<file path="src/rtl/gtx_quad_reset_seq_if.sv">
`default_nettype none
// ----------------------------------------------------------------------------
// gtx_quad_reset_seq_if : lock/reset-done status in, quad resets and status out
// Revision 1.0
// ----------------------------------------------------------------------------
interface gtx_quad_reset_seq_if #(
  parameter int LANES = 4
);
  logic             pll_lock;
  logic [LANES-1:0] tx_resetdone;
  logic [LANES-1:0] rx_resetdone;
  logic             restart;
  logic             pll_reset;
  logic             gt_tx_reset;
  logic             gt_rx_reset;
  logic             ready;
  logic             fail;
  logic [7:0]       retry_cnt;
  logic [2:0]       state;

  modport master (
    input  pll_lock, tx_resetdone, rx_resetdone, restart,
    output pll_reset, gt_tx_reset, gt_rx_reset, ready, fail, retry_cnt, state
  );

  modport slave (
    output pll_lock, tx_resetdone, rx_resetdone, restart,
    input  pll_reset, gt_tx_reset, gt_rx_reset, ready, fail, retry_cnt, state
  );
endinterface
`default_nettype wire

</file>
<file path="src/rtl/gtx_quad_reset_seq.sv">
`default_nettype none
// ----------------------------------------------------------------------------
// gtx_quad_reset_seq : PLL / GT reset sequencer for a four-lane GTX quad
// Revision 1.0
// ----------------------------------------------------------------------------
module gtx_quad_reset_seq #(
  parameter int LANES          = 4,
  parameter int WAIT_CYCLES    = 500,
  parameter int PLL_RST_CYCLES = 16,
  parameter int GT_RST_CYCLES  = 16,
  parameter int TIMEOUT_CYCLES = 65535,
  parameter int MAX_RETRY      = 3
) (
  input  wire logic            SYSCLOCK_I,
  input  wire logic            RESET_I,
  gtx_quad_reset_seq_if.master seq
);

  localparam int C_MAX_A = (WAIT_CYCLES > PLL_RST_CYCLES) ? WAIT_CYCLES : PLL_RST_CYCLES;
  localparam int C_MAX_B = (GT_RST_CYCLES > TIMEOUT_CYCLES) ? GT_RST_CYCLES : TIMEOUT_CYCLES;
  localparam int C_MAX   = (C_MAX_A > C_MAX_B) ? C_MAX_A : C_MAX_B;
  localparam int CNT_W   = $clog2(C_MAX + 1);

  localparam logic [CNT_W-1:0] C_WAIT_LAST    = CNT_W'(WAIT_CYCLES - 1);
  localparam logic [CNT_W-1:0] C_PLL_RST_LAST = CNT_W'(PLL_RST_CYCLES - 1);
  localparam logic [CNT_W-1:0] C_GT_RST_LAST  = CNT_W'(GT_RST_CYCLES - 1);
  localparam logic [CNT_W-1:0] C_TIMEOUT_LAST = CNT_W'(TIMEOUT_CYCLES - 1);
  localparam logic [7:0]       C_MAX_RETRY    = 8'(MAX_RETRY);

  typedef enum logic [2:0] {
    ST_PWRUP     = 3'd0,
    ST_PLL_RST   = 3'd1,
    ST_PLL_WAIT  = 3'd2,
    ST_GT_RST    = 3'd3,
    ST_DONE_WAIT = 3'd4,
    ST_READY     = 3'd5,
    ST_FAIL      = 3'd6
  } state_t;

  logic                 r_lock_meta;
  logic                 r_lock_sync;
  logic [2*LANES-1:0]   r_done_meta;
  logic [2*LANES-1:0]   r_done_sync;
  logic                 w_lock_s;
  logic                 w_done_s;

  state_t               r_state;
  state_t               w_state_nxt;
  logic [CNT_W-1:0]     r_cnt;
  logic                 r_in_reset;
  logic                 w_timeout;
  logic                 w_enter;
  logic                 w_enter_ready;
  logic [7:0]           r_retry;
  logic [7:0]           w_retry_inc;

  logic                 r_pll_reset;
  logic                 r_gt_reset;
  logic                 r_ready;
  logic                 r_fail;

  always_ff @(posedge SYSCLOCK_I) begin
    if (RESET_I) begin
      r_lock_meta <= 1'b0;
      r_lock_sync <= 1'b0;
      r_done_meta <= '0;
      r_done_sync <= '0;
    end else begin
      r_lock_meta <= seq.pll_lock;
      r_lock_sync <= r_lock_meta;
      r_done_meta <= {seq.tx_resetdone, seq.rx_resetdone};
      r_done_sync <= r_done_meta;
    end
  end

  assign w_lock_s    = r_lock_sync;
  assign w_done_s    = &r_done_sync;
  assign w_retry_inc = r_retry + 8'd1;

  always_comb begin
    w_state_nxt = r_state;
    w_timeout   = 1'b0;
    case (r_state)
      ST_PWRUP: begin
        if (r_cnt == C_WAIT_LAST) w_state_nxt = ST_PLL_RST;
      end
      ST_PLL_RST: begin
        if (r_cnt == C_PLL_RST_LAST) w_state_nxt = ST_PLL_WAIT;
      end
      ST_PLL_WAIT: begin
        if (w_lock_s)                     w_state_nxt = ST_GT_RST;
        else if (r_cnt == C_TIMEOUT_LAST) w_timeout   = 1'b1;
      end
      ST_GT_RST: begin
        if (!w_lock_s)                   w_state_nxt = ST_PLL_RST;
        else if (r_cnt == C_GT_RST_LAST) w_state_nxt = ST_DONE_WAIT;
      end
      ST_DONE_WAIT: begin
        if (!w_lock_s)                    w_state_nxt = ST_PLL_RST;
        else if (w_done_s)                w_state_nxt = ST_READY;
        else if (r_cnt == C_TIMEOUT_LAST) w_timeout   = 1'b1;
      end
      ST_READY: begin
        if (!w_lock_s)      w_state_nxt = ST_PLL_RST;
        else if (!w_done_s) w_state_nxt = ST_GT_RST;
      end
      ST_FAIL: begin
        w_state_nxt = ST_FAIL;
      end
      default: begin
        w_state_nxt = ST_PWRUP;
      end
    endcase

    if (w_timeout) begin
      w_state_nxt = (w_retry_inc == C_MAX_RETRY) ? ST_FAIL : ST_PLL_RST;
    end
    if (seq.restart) begin
      w_state_nxt = ST_PLL_RST;
      w_timeout   = 1'b0;
    end
  end

  // Leaving reset counts as entering PWRUP, so PWRUP spans the first WAIT_CYCLES free-running cycles.
  assign w_enter       = r_in_reset || seq.restart || (w_state_nxt != r_state);
  assign w_enter_ready = (w_state_nxt == ST_READY) && (r_state != ST_READY);

  always_ff @(posedge SYSCLOCK_I) begin
    if (RESET_I) begin
      r_state    <= ST_PWRUP;
      r_cnt      <= '0;
      r_in_reset <= 1'b1;
    end else begin
      r_state    <= w_state_nxt;
      r_cnt      <= w_enter ? '0 : r_cnt + CNT_W'(1);
      r_in_reset <= 1'b0;
    end
  end

  always_ff @(posedge SYSCLOCK_I) begin
    if (RESET_I) begin
      r_retry <= '0;
    end else if (seq.restart || w_enter_ready) begin
      r_retry <= '0;
    end else if (w_timeout && (r_retry != C_MAX_RETRY)) begin
      r_retry <= w_retry_inc;
    end
  end

  always_ff @(posedge SYSCLOCK_I) begin
    if (RESET_I) begin
      r_pll_reset <= 1'b1;
      r_gt_reset  <= 1'b1;
      r_ready     <= 1'b0;
      r_fail      <= 1'b0;
    end else begin
      r_pll_reset <= (w_state_nxt == ST_PWRUP) || (w_state_nxt == ST_PLL_RST);
      r_gt_reset  <= (w_state_nxt == ST_PWRUP) || (w_state_nxt == ST_PLL_RST) ||
                     (w_state_nxt == ST_PLL_WAIT) || (w_state_nxt == ST_GT_RST);
      r_ready     <= (w_state_nxt == ST_READY);
      r_fail      <= (w_state_nxt == ST_FAIL);
    end
  end

  assign seq.pll_reset   = r_pll_reset;
  assign seq.gt_tx_reset = r_gt_reset;
  assign seq.gt_rx_reset = r_gt_reset;
  assign seq.ready       = r_ready;
  assign seq.fail        = r_fail;
  assign seq.retry_cnt   = r_retry;
  assign seq.state       = r_state;

endmodule
`default_nettype wire

</file>
<file path="src/flat_wrapper.sv">
// flat-port wrapper written by rule: the top's interface ports become plain ports
module gtx_quad_reset_seq_flat 
#(
  parameter int LANES          = 4,
  parameter int WAIT_CYCLES    = 500,
  parameter int PLL_RST_CYCLES = 16,
  parameter int GT_RST_CYCLES  = 16,
  parameter int TIMEOUT_CYCLES = 65535,
  parameter int MAX_RETRY      = 3
)
  (SYSCLOCK_I, RESET_I, seq_pll_lock, seq_tx_resetdone, seq_rx_resetdone, seq_restart, seq_pll_reset, seq_gt_tx_reset, seq_gt_rx_reset, seq_ready, seq_fail, seq_retry_cnt, seq_state);
  gtx_quad_reset_seq_if #(.LANES(LANES)) seq_i ();
  input  wire logic SYSCLOCK_I;
  input  wire logic RESET_I;
  input wire logic [$bits(seq_i.pll_lock)-1:0] seq_pll_lock;
  input wire logic [$bits(seq_i.tx_resetdone)-1:0] seq_tx_resetdone;
  input wire logic [$bits(seq_i.rx_resetdone)-1:0] seq_rx_resetdone;
  input wire logic [$bits(seq_i.restart)-1:0] seq_restart;
  output wire logic [$bits(seq_i.pll_reset)-1:0] seq_pll_reset;
  output wire logic [$bits(seq_i.gt_tx_reset)-1:0] seq_gt_tx_reset;
  output wire logic [$bits(seq_i.gt_rx_reset)-1:0] seq_gt_rx_reset;
  output wire logic [$bits(seq_i.ready)-1:0] seq_ready;
  output wire logic [$bits(seq_i.fail)-1:0] seq_fail;
  output wire logic [$bits(seq_i.retry_cnt)-1:0] seq_retry_cnt;
  output wire logic [$bits(seq_i.state)-1:0] seq_state;
  assign seq_i.pll_lock = seq_pll_lock;
  assign seq_i.tx_resetdone = seq_tx_resetdone;
  assign seq_i.rx_resetdone = seq_rx_resetdone;
  assign seq_i.restart = seq_restart;
  assign seq_pll_reset = seq_i.pll_reset;
  assign seq_gt_tx_reset = seq_i.gt_tx_reset;
  assign seq_gt_rx_reset = seq_i.gt_rx_reset;
  assign seq_ready = seq_i.ready;
  assign seq_fail = seq_i.fail;
  assign seq_retry_cnt = seq_i.retry_cnt;
  assign seq_state = seq_i.state;
  gtx_quad_reset_seq #(.LANES(LANES), .WAIT_CYCLES(WAIT_CYCLES), .PLL_RST_CYCLES(PLL_RST_CYCLES), .GT_RST_CYCLES(GT_RST_CYCLES), .TIMEOUT_CYCLES(TIMEOUT_CYCLES), .MAX_RETRY(MAX_RETRY)) u_core (.SYSCLOCK_I(SYSCLOCK_I), .RESET_I(RESET_I), .seq(seq_i));
endmodule
</file>
<file path="config.mk">
export PLATFORM = sky130hd
export DESIGN_NAME = gtx_quad_reset_seq_flat
export DESIGN_NICKNAME = d
export VERILOG_FILES = /design/src/rtl/gtx_quad_reset_seq_if.sv /design/src/rtl/gtx_quad_reset_seq.sv /design/src/flat_wrapper.sv
export SDC_FILE = /design/constraint.sdc
export NUM_CORES = 1
export LEC_CHECK = 0
export BUFFER_PORTS_ARGS = -buffer_cell sky130_fd_sc_hd__buf_2
export CORE_MARGIN = 2
export CORE_UTILIZATION = 45
export DETAILED_ROUTE_END_ITERATION = 8
export PLACE_DENSITY = 0.72
export SETUP_SLACK_MARGIN = 0.1
export SLEW_MARGIN = 10
export SYNTH_ARGS = -nofsm -noshare
export SYNTH_HDL_FRONTEND = slang
export SYNTH_SLANG_ARGS = --single-unit
</file>
<file path="constraint.sdc">
create_clock -name SYSCLOCK_I -period 3 [get_ports SYSCLOCK_I]
set_input_delay 0.15 -clock SYSCLOCK_I [delete_from_list [all_inputs] [get_ports SYSCLOCK_I]]
set_output_delay 0.15 -clock SYSCLOCK_I [all_outputs]
set_load 0.1 [all_outputs]
</file>
==> results of run 1 <==
==> cells by family (layout without fill, tap and decap cells) <==
| group | Yosys count | after routing | share of synthesized area [%] |
|---|---|---|---|
| AOI/OAI and AO/OA | 24 | 24 | 10.0 |
| xor gates and xnor gates | 25 | 25 | 9.77 |
| adders and majority gates | 4 | 4 | 2.06 |
| buffers and inverters | 19 | 43 | 3.96 |
| DFF | 50 | 50 | 41.2 |
| muxes | 2 | 2 | 0.823 |
| and+or+nand+nor | 123 | 123 | 32.2 |
==> Yosys cell counts (all sizes together), types with 3 or more instances <==
master  instances
buf             9
and2            4
o21ai           7
nor4           17
nor3           10
xnor2          12
and3            5
clkbuf          5
a211oi          3
nand3           9
dfxtp          50
nor2           21
nand4           9
nor2b          24
inv             5
nand2          11
ha              4
xor2           13
==> cell type report <==
type	count	area share, %
Clock buffer	6	3.05
Sequential cell	50	37.1
Clock inverter	2	0.601
Multi-Input combinational cell	178	49.5
Timing Repair Buffer	30	5.82
Tap cell	70	3.23
Inverter	5	0.693
==> where the power goes <==
part / leakage [nW] / total, mW / switching (mW) / internal (mW)
Combinational: 0.539 / 0.0709 / 0.0430 / 0.0279
Clock: 0.0478 / 0.416 / 0.226 / 0.190
Sequential: 0.408 / 0.683 / 0.00614 / 0.676
Total: 0.995 / 1.17 / 0.275 / 0.894
==> what timing repair did <==
item / in CTS / in global routing
setup endpoints to repair: 0 / 10
hold buffers: 0 / 0
endpoints found under the hold margin: 0 / 0
gates resized for setup: 0 / 1
setup buffers: 0 / 0
==> registers in the layout, indices dropped and copies added (netlist names), 3 cells and up <==
name	flops
u_core.r_done_sync	8
u_core.seq.state	3
u_core.seq.retry_cnt	8
u_core.r_cnt	16
u_core.r_done_meta	8
==> worst register-to-register path, stage by stage, from the launching register on <==
cell      delay (ns)
dfxtp_1         0.46
nand4_2         0.17
or4b_4          0.58
a211oi_4        0.28
o31a_1          0.22
o32ai_2         0.10
a22oi_4         0.55
nor4_1          0.15
==> per-stage QoR <==
stage          hold slack (ns)  power (mW)  utilization (%)  instances
6_report                0.0515        1.17             52.3        341
5_1_grt                 0.0479        1.22             52.3        341
4_1_cts                 0.0426        1.19             52.2        341
3_5_place_dp             0.364       0.770             50.3        333
3_3_place_gp             0.358       0.769             50.3        333
2_1_floorplan            0.178       0.753                -        247
==> per-layer routing <==
layer / vias up / part of all wire, % / global-route usage [%]
met4: 0 / 2.0 / 6.43
li1: 913 / - / -
met1: 829 / 47 / 19.0
met2: 35 / 47 / 24.0
met3: 11 / 3.4 / 3.84
met5: - / 0 / 0
==> worst max path at each step <==
stage | start | end | slack [ns] | cells past startpoint
floorplan | u_core.seq.state[0] | u_core.r_cnt[10] | 0.11 | 8
global placement | u_core.r_cnt[0] | u_core.r_cnt[4] | 0.42 | 8
detailed placement | u_core.r_cnt[0] | u_core.r_cnt[6] | 0.26 | 8
CTS | u_core.r_cnt[0] | u_core.r_cnt[6] | 0.28 | 8
global route | u_core.r_cnt[4] | u_core.r_cnt[5] | 0.15 | 7
finish | u_core.r_cnt[5] | u_core.r_cnt[6] | 0.34 | 7
==> metrics.md, run 1 <==
| Metric | Value |
|---|---|
| Run status | `complete, no violations` |
| CTS clock-pin slew for the worst setup and hold paths | `~0.090 ns` |
| Max_slew headroom | `49.8%` |
| Sequential fraction of the synthesis area | `41.2%` |
| Delay-heaviest family, CP | `compound AO/OA/AOI/OAI gates` |
| FMAX | `0.376 GHz` |
| Asr flop ratio synth | `0%` |
| Syn_nets | `263` |
| Crit path required time | `about 3.2 ns` |
| Top cells by area, synth | `dfxtp_1 (41%), nor2b_1 (6.2%), nor4_2 (5.1%), xor2_1 (4.7%), xnor2_1 (4.0%)` |
| Leakage power | `0.995 nW` |
| Detailed Route Iter0 Violations | `113` |
| Setup_tns | `0 ns` |
| Synth Register Bits | `50` |
| Worst slew pin tran | `0.753 ns` |
| CP bufs+invs | `0` |
| Crit path kind | `flip-flop to flip-flop` |
| Bufs on Longest Clock Path | `2` |
| PwrDens | `432 nW/um2` |
| Hold path depth | `2` |
| Final period util | `a little under 90%` |
| Placer Congestion | `just over 0.9` |
| Num CTS Buffers | `5` |
| Clock latency on the worst-skew pair | `0.30 ns` |
| Clock period minus worst slack | `2.66 ns` |
| Hold Crit Class | `input pin to flip-flop` |
| Placed cell areas | `2600 um2` |
| Max stage delay on crit path | `a little under 0.6 ns` |
| Final Slew Violations | `0` |
| Mapped Cells | `247` |
| Post-synth cell types | `around 50` |
| Final Skew | `0.00513 ns` |
| Die Ht | `77.5 um` |
| PnR worst setup slack | `approximately 0.34 ns` |
| Clock root buffer | `clkbuf_8` |
| Nets | `about 290` |
| Synth warn | `0` |
| Post-Place Worst Slack | `0.256 ns` |
| Most common cell after layout, fill and taps aside | `dfxtp_1` |
| Total wire length | `~4200 um` |
| RSZ-0062 raised after global routing | `false` |
| Initial antenna violation count | `0` |
| Post-Syn Area per Cell | `9.85 um2` |
| Initial Util | `47.0%` |
| FF/Latch Area | `1000 um2` |
| Setup crit start kind | `flip-flop` |
| Tot GR Track Use | `15.0%` |
| DRC | `0` |
| Overall via count from detail_route | `1788` |
| Hold Fails Final Rpt | `0` |
| Drt first pass iters | `4` |
| CTS tree | `done` |
| Total die area | `6010 um2` |
| First-pass GRT wire length | `7310 um` |
| Num ports | `28` |
| Multi-input gate area | `1340 um2` |
| Post-synth top area share | `41.2%` |
| Remaining antenna violation count | `0` |
| Global route overflow | `0` |
| Max cap viols | `0` |
| EDFF count, synth | `0` |
| Crit-path cells | `nand4_2 -> or4b_4 -> a211oi_4 -> o31a_1 -> o32ai_2 -> a22oi_4 -> nor4_1` |
| Peak supply drop | `358 uV` |
| R2r setup slk | `0.34 ns` |
| Reg2Reg Depth | `7` |
| Floorplan row count | `26` |
| Mapped cell area | `2430 um2` |
| Layout cells sized above 1 | `24.4%` |
| CP arrival | `between 2 and 3 ns` |
| Hold path start | `seq_tx_resetdone[3]` |
| Antenna diodes | `0` |
| Area leader, netlist | `dfxtp_1` |
| Crit path max-delay cell type | `or4b_4` |
| Clk sink count | `50` |
| RR Endpoint | `u_core.r_cnt[6]` |
| Detailed placer's ending HPWL | `2990 um` |
| Fill count | `460` |
| Port-buffer cells | `27` |
| Reg-to-reg startpoint | `u_core.r_cnt[5]` |
| Largest net degree at the start of global routing | `24` |
| Vias in the first global route | `around 1600` |
| DR WL/cell | `12.4 um` |
| Hold Path Sink | `u_core.r_done_meta[7]` |
| Commonest cells after routing, fill and taps aside | `dfxtp_1 (48), buf_2 (27), nor2b_1 (24), nor2_1 (21), xor2_1 (13)` |
| Top FF cell, synth | `dfxtp_1` |
| Crit. End Element | `flip-flop` |
| Cell area after layout | `between 2000 and 3000 um2` |
| Core box area | `5170 um2` |
| Die Width | `between 70 and 80 um` |
| Final number of setup-violating endpoints | `0` |
| Worst-path fanout max | `16` |
| H-tree depth | `2` |
| Routed vias/inst | `5.24` |
| Synthesis-to-layout area growth | `11.3%` |
No activity file was read; power rests on OpenSTA's default activity.
==> run 2: changes to the inputs <==
--- a/config.mk
+++ b/config.mk
@@ -5,13 +5,13 @@
 export SDC_FILE = /design/constraint.sdc
 export NUM_CORES = 1
 export LEC_CHECK = 0
+export ABC_AREA = 1
 export BUFFER_PORTS_ARGS = -buffer_cell sky130_fd_sc_hd__buf_2
 export CORE_MARGIN = 2
 export CORE_UTILIZATION = 45
 export DETAILED_ROUTE_END_ITERATION = 8
 export PLACE_DENSITY = 0.72
 export SETUP_SLACK_MARGIN = 0.1
-export SLEW_MARGIN = 10
 export SYNTH_ARGS = -nofsm -noshare
 export SYNTH_HDL_FRONTEND = slang
 export SYNTH_SLANG_ARGS = --single-unit
==> metrics.md, run 2 <==
| Metric | Value |
|---|---|
| CTS tree | `done` |
| Remaining antenna violation count | `0` |
| Total die area | `6360 um2` |
| Post-Syn Area per Cell | `7.27 um2` |
| Final Slew Violations | `0` |
| Final period util | `between 70% and 80%` |
| Vias in the first global route | `1970` |
| Mapped cell area | `2580 um2` |
| Detailed placer's ending HPWL | `3540 um` |
| PwrDens | `404 nW/um2` |
| Synth Register Bits | `50` |
| Clock period minus worst slack | `2.17 ns` |
| EDFF count, synth | `0` |
| Final number of setup-violating endpoints | `0` |
| Most frequent cell after synthesis | `nor2_1` |
| Overall via count from detail_route | `2107` |
| Layout cells sized above 1 | `~18%` |
| Total wire length | `4670 um` |
| Crit path required time | `between 3 and 4 ns` |
| Peak supply drop | `230 uV` |
| Antenna diodes | `0` |
| Die Width | `79.8 um` |
| Core box area | `about 5500 um2` |
| Num ports | `28` |
| Post-synth top area share | `a little under 40%` |
| Floorplan row count | `27` |
| Register bank with the most flops | `u_core.r_cnt` |
| Synthesis-to-layout area growth | `10.1%` |
| Clk sink count | `50` |
| CP arrival | `about 2.4 ns` |
| Clock latency on the worst-skew pair | `0.31 ns` |
| Initial antenna violation count | `0` |
| Max reg flops | `16` |
| Port-buffer cells | `27` |
| Sequential fraction of the synthesis area | `approximately two fifths` |
| Hold path depth | `3` |
| Post-synth cell types | `29` |
| Setup_tns | `0 ns` |
| Most common cell after layout, fill and taps aside | `nor2_1` |
| Cts hold-fix bufs | `0` |
| Syn_nets | `between 300 and 400` |
| Area leader, netlist | `dfxtp_1` |
| Bufs on Longest Clock Path | `2` |
| Clock root buffer | `clkbuf_8` |
| Detailed Route Iter0 Violations | `123` |
| Run status | `complete, no violations` |
| Drt first pass iters | `4` |
| Die Ht | `79.8 um` |
| Leakage power | `approximately 1.1 nW` |
| Asr flop ratio synth | `0%` |
| Top FF cell, synth | `dfxtp_1` |
| FMAX | `0.461 GHz` |
| Commonest cells after routing, fill and taps aside | `nor2_1 (75), nand2_1 (67), inv_1 (50), dfxtp_1 (50), buf_2 (27)` |
| Max_slew headroom | `67.4%` |
| PnR worst setup slack | `0.832 ns` |
| Largest net degree at the start of global routing | `25` |
| Placer Congestion | `0.858` |
| Worst-path fanout max | `16` |
| Num CTS Buffers | `5` |
| Top cells by area, synth | `dfxtp_1 (39%), nor2_1 (11%), nand2_1 (9.7%), inv_1 (7.3%), nor2_4 (5.7%)` |
| Post-Place Worst Slack | `0.837 ns` |
| Initial Util | `a little under half` |
| Commonest cells post-synth | `nor2_1 (75), nand2_1 (67), dfxtp_1 (50), inv_1 (50), nand3_1 (19)` |
| Hold Fails Final Rpt | `0` |
| Post-cts sizing count | `0` |
| Fill count | `between 500 and 600` |
| Routed vias/inst | `4.64` |
| Mapped Cells | `355` |
| Global route overflow | `0` |
| DR WL/cell | `10.3 um` |
| Crit. End Element | `flip-flop` |
| Nets | `397` |
| Setup crit start kind | `flip-flop` |
| Reg2Reg Depth | `13` |
| First-pass GRT wire length | `8390 um` |
| DRC | `0` |
| Hold Crit Class | `input pin to flip-flop` |
| Crit path kind | `flip-flop to flip-flop` |
| Setup bufs post-CTS | `0` |
| Final Skew | `0.0108 ns` |
| FF/Latch Area | `1000 um2` |
| RSZ-0062 raised after global routing | `false` |
| Synth warn | `0` |
| Worst slew pin tran | `slightly below 0.5 ns` |
| Max cap viols | `0` |
| CTS clock-pin slew for the worst setup and hold paths | `around 0.10 ns` |
| H-tree depth | `2` |
| Tot GR Track Use | `16.3%` |
| Multi-input gate area | `1320 um2` |
## run 2: cell count changes after synthesis, sizes merged, moves of 4 or more
cell / previous run / this run
and2: 4 / 0
and3: 5 / 0
inv: 5 / 53
nand2: 11 / 72
nand3: 9 / 27
nor2: 21 / 92
nor2b: 24 / 0
nor4: 17 / 1
xnor2: 12 / 7
## run 2: per-layer routing
metal	global-route usage [%]	up-vias	wire length [um]
li1	-	1135	-
met1	20.4	922	2140
met2	28.0	42	2260
met3	3.39	8	193
met4	5.08	0	76
met5	0	-	0
## run 2: logic make-up after synthesis
logic type,share of synthesized area [%]
fa+ha+maj,1.94
flops,38.8
simple gates,40.7
xor+xnor,5.77
buf+inv,10.3
compound gates,2.47
## run 2: worst max-delay path: stages, from the launching register on
cell	delay [ns]
dfxtp_1	0.44
ha_1	0.27
nand2_1	0.09
o21ai_1	0.15
nand2_1	0.09
nor2_2	0.12
nand3_2	0.09
nand2_4	0.11
nand3_2	0.11
nand2_1	0.08
nand2_1	0.06
nor2_2	0.12
nand2_4	0.22
nor2_1	0.14
## run 2: where the power goes
group,switching [mW],total [mW],internal [mW]
Combinational,0.0377,0.0547,0.0170
Sequential,0.00650,0.683,0.677
Clock,0.239,0.411,0.172
## run 2: path summary, 6_finish.rpt
| kind | start | endpoint | slack [ns] |
|---|---|---|---|
| worst max-delay path | u_core.seq.retry_cnt[1] | u_core.r_cnt[0] | 0.83 |
| worst min-delay path | seq_tx_resetdone[0] | u_core.r_done_meta[4] | 0.03 |
| worst max register to register | u_core.seq.retry_cnt[1] | u_core.r_cnt[0] | 0.83 |
| worst min register to register | u_core.r_lock_meta | u_core.r_lock_sync | 0.41 |
## run 2: area by class of cell
cell class | count | area share [%]
flip-flops and latches | 50 | 35.2
multi-input cells | 242 | 46.3
clock inverters | 3 | 0.924
repair buffers | 27 | 4.75
inverters | 55 | 7.26
well taps | 72 | 3.17
clock buffers | 5 | 2.42
## run 2: metrics by stage
step	util [%]	area [um2]	instances	power, mW	hold slack [ns]
3_5_place_dp	49.6	2750	446	0.754	0.359
3_3_place_gp	49.6	2750	446	0.753	0.352
2_1_floorplan	-	2580	355	0.740	0.178
5_1_grt	51.3	2840	454	1.20	0.0227
4_1_cts	51.3	2840	454	1.17	0.0197
6_report	51.3	2840	454	1.15	0.0288
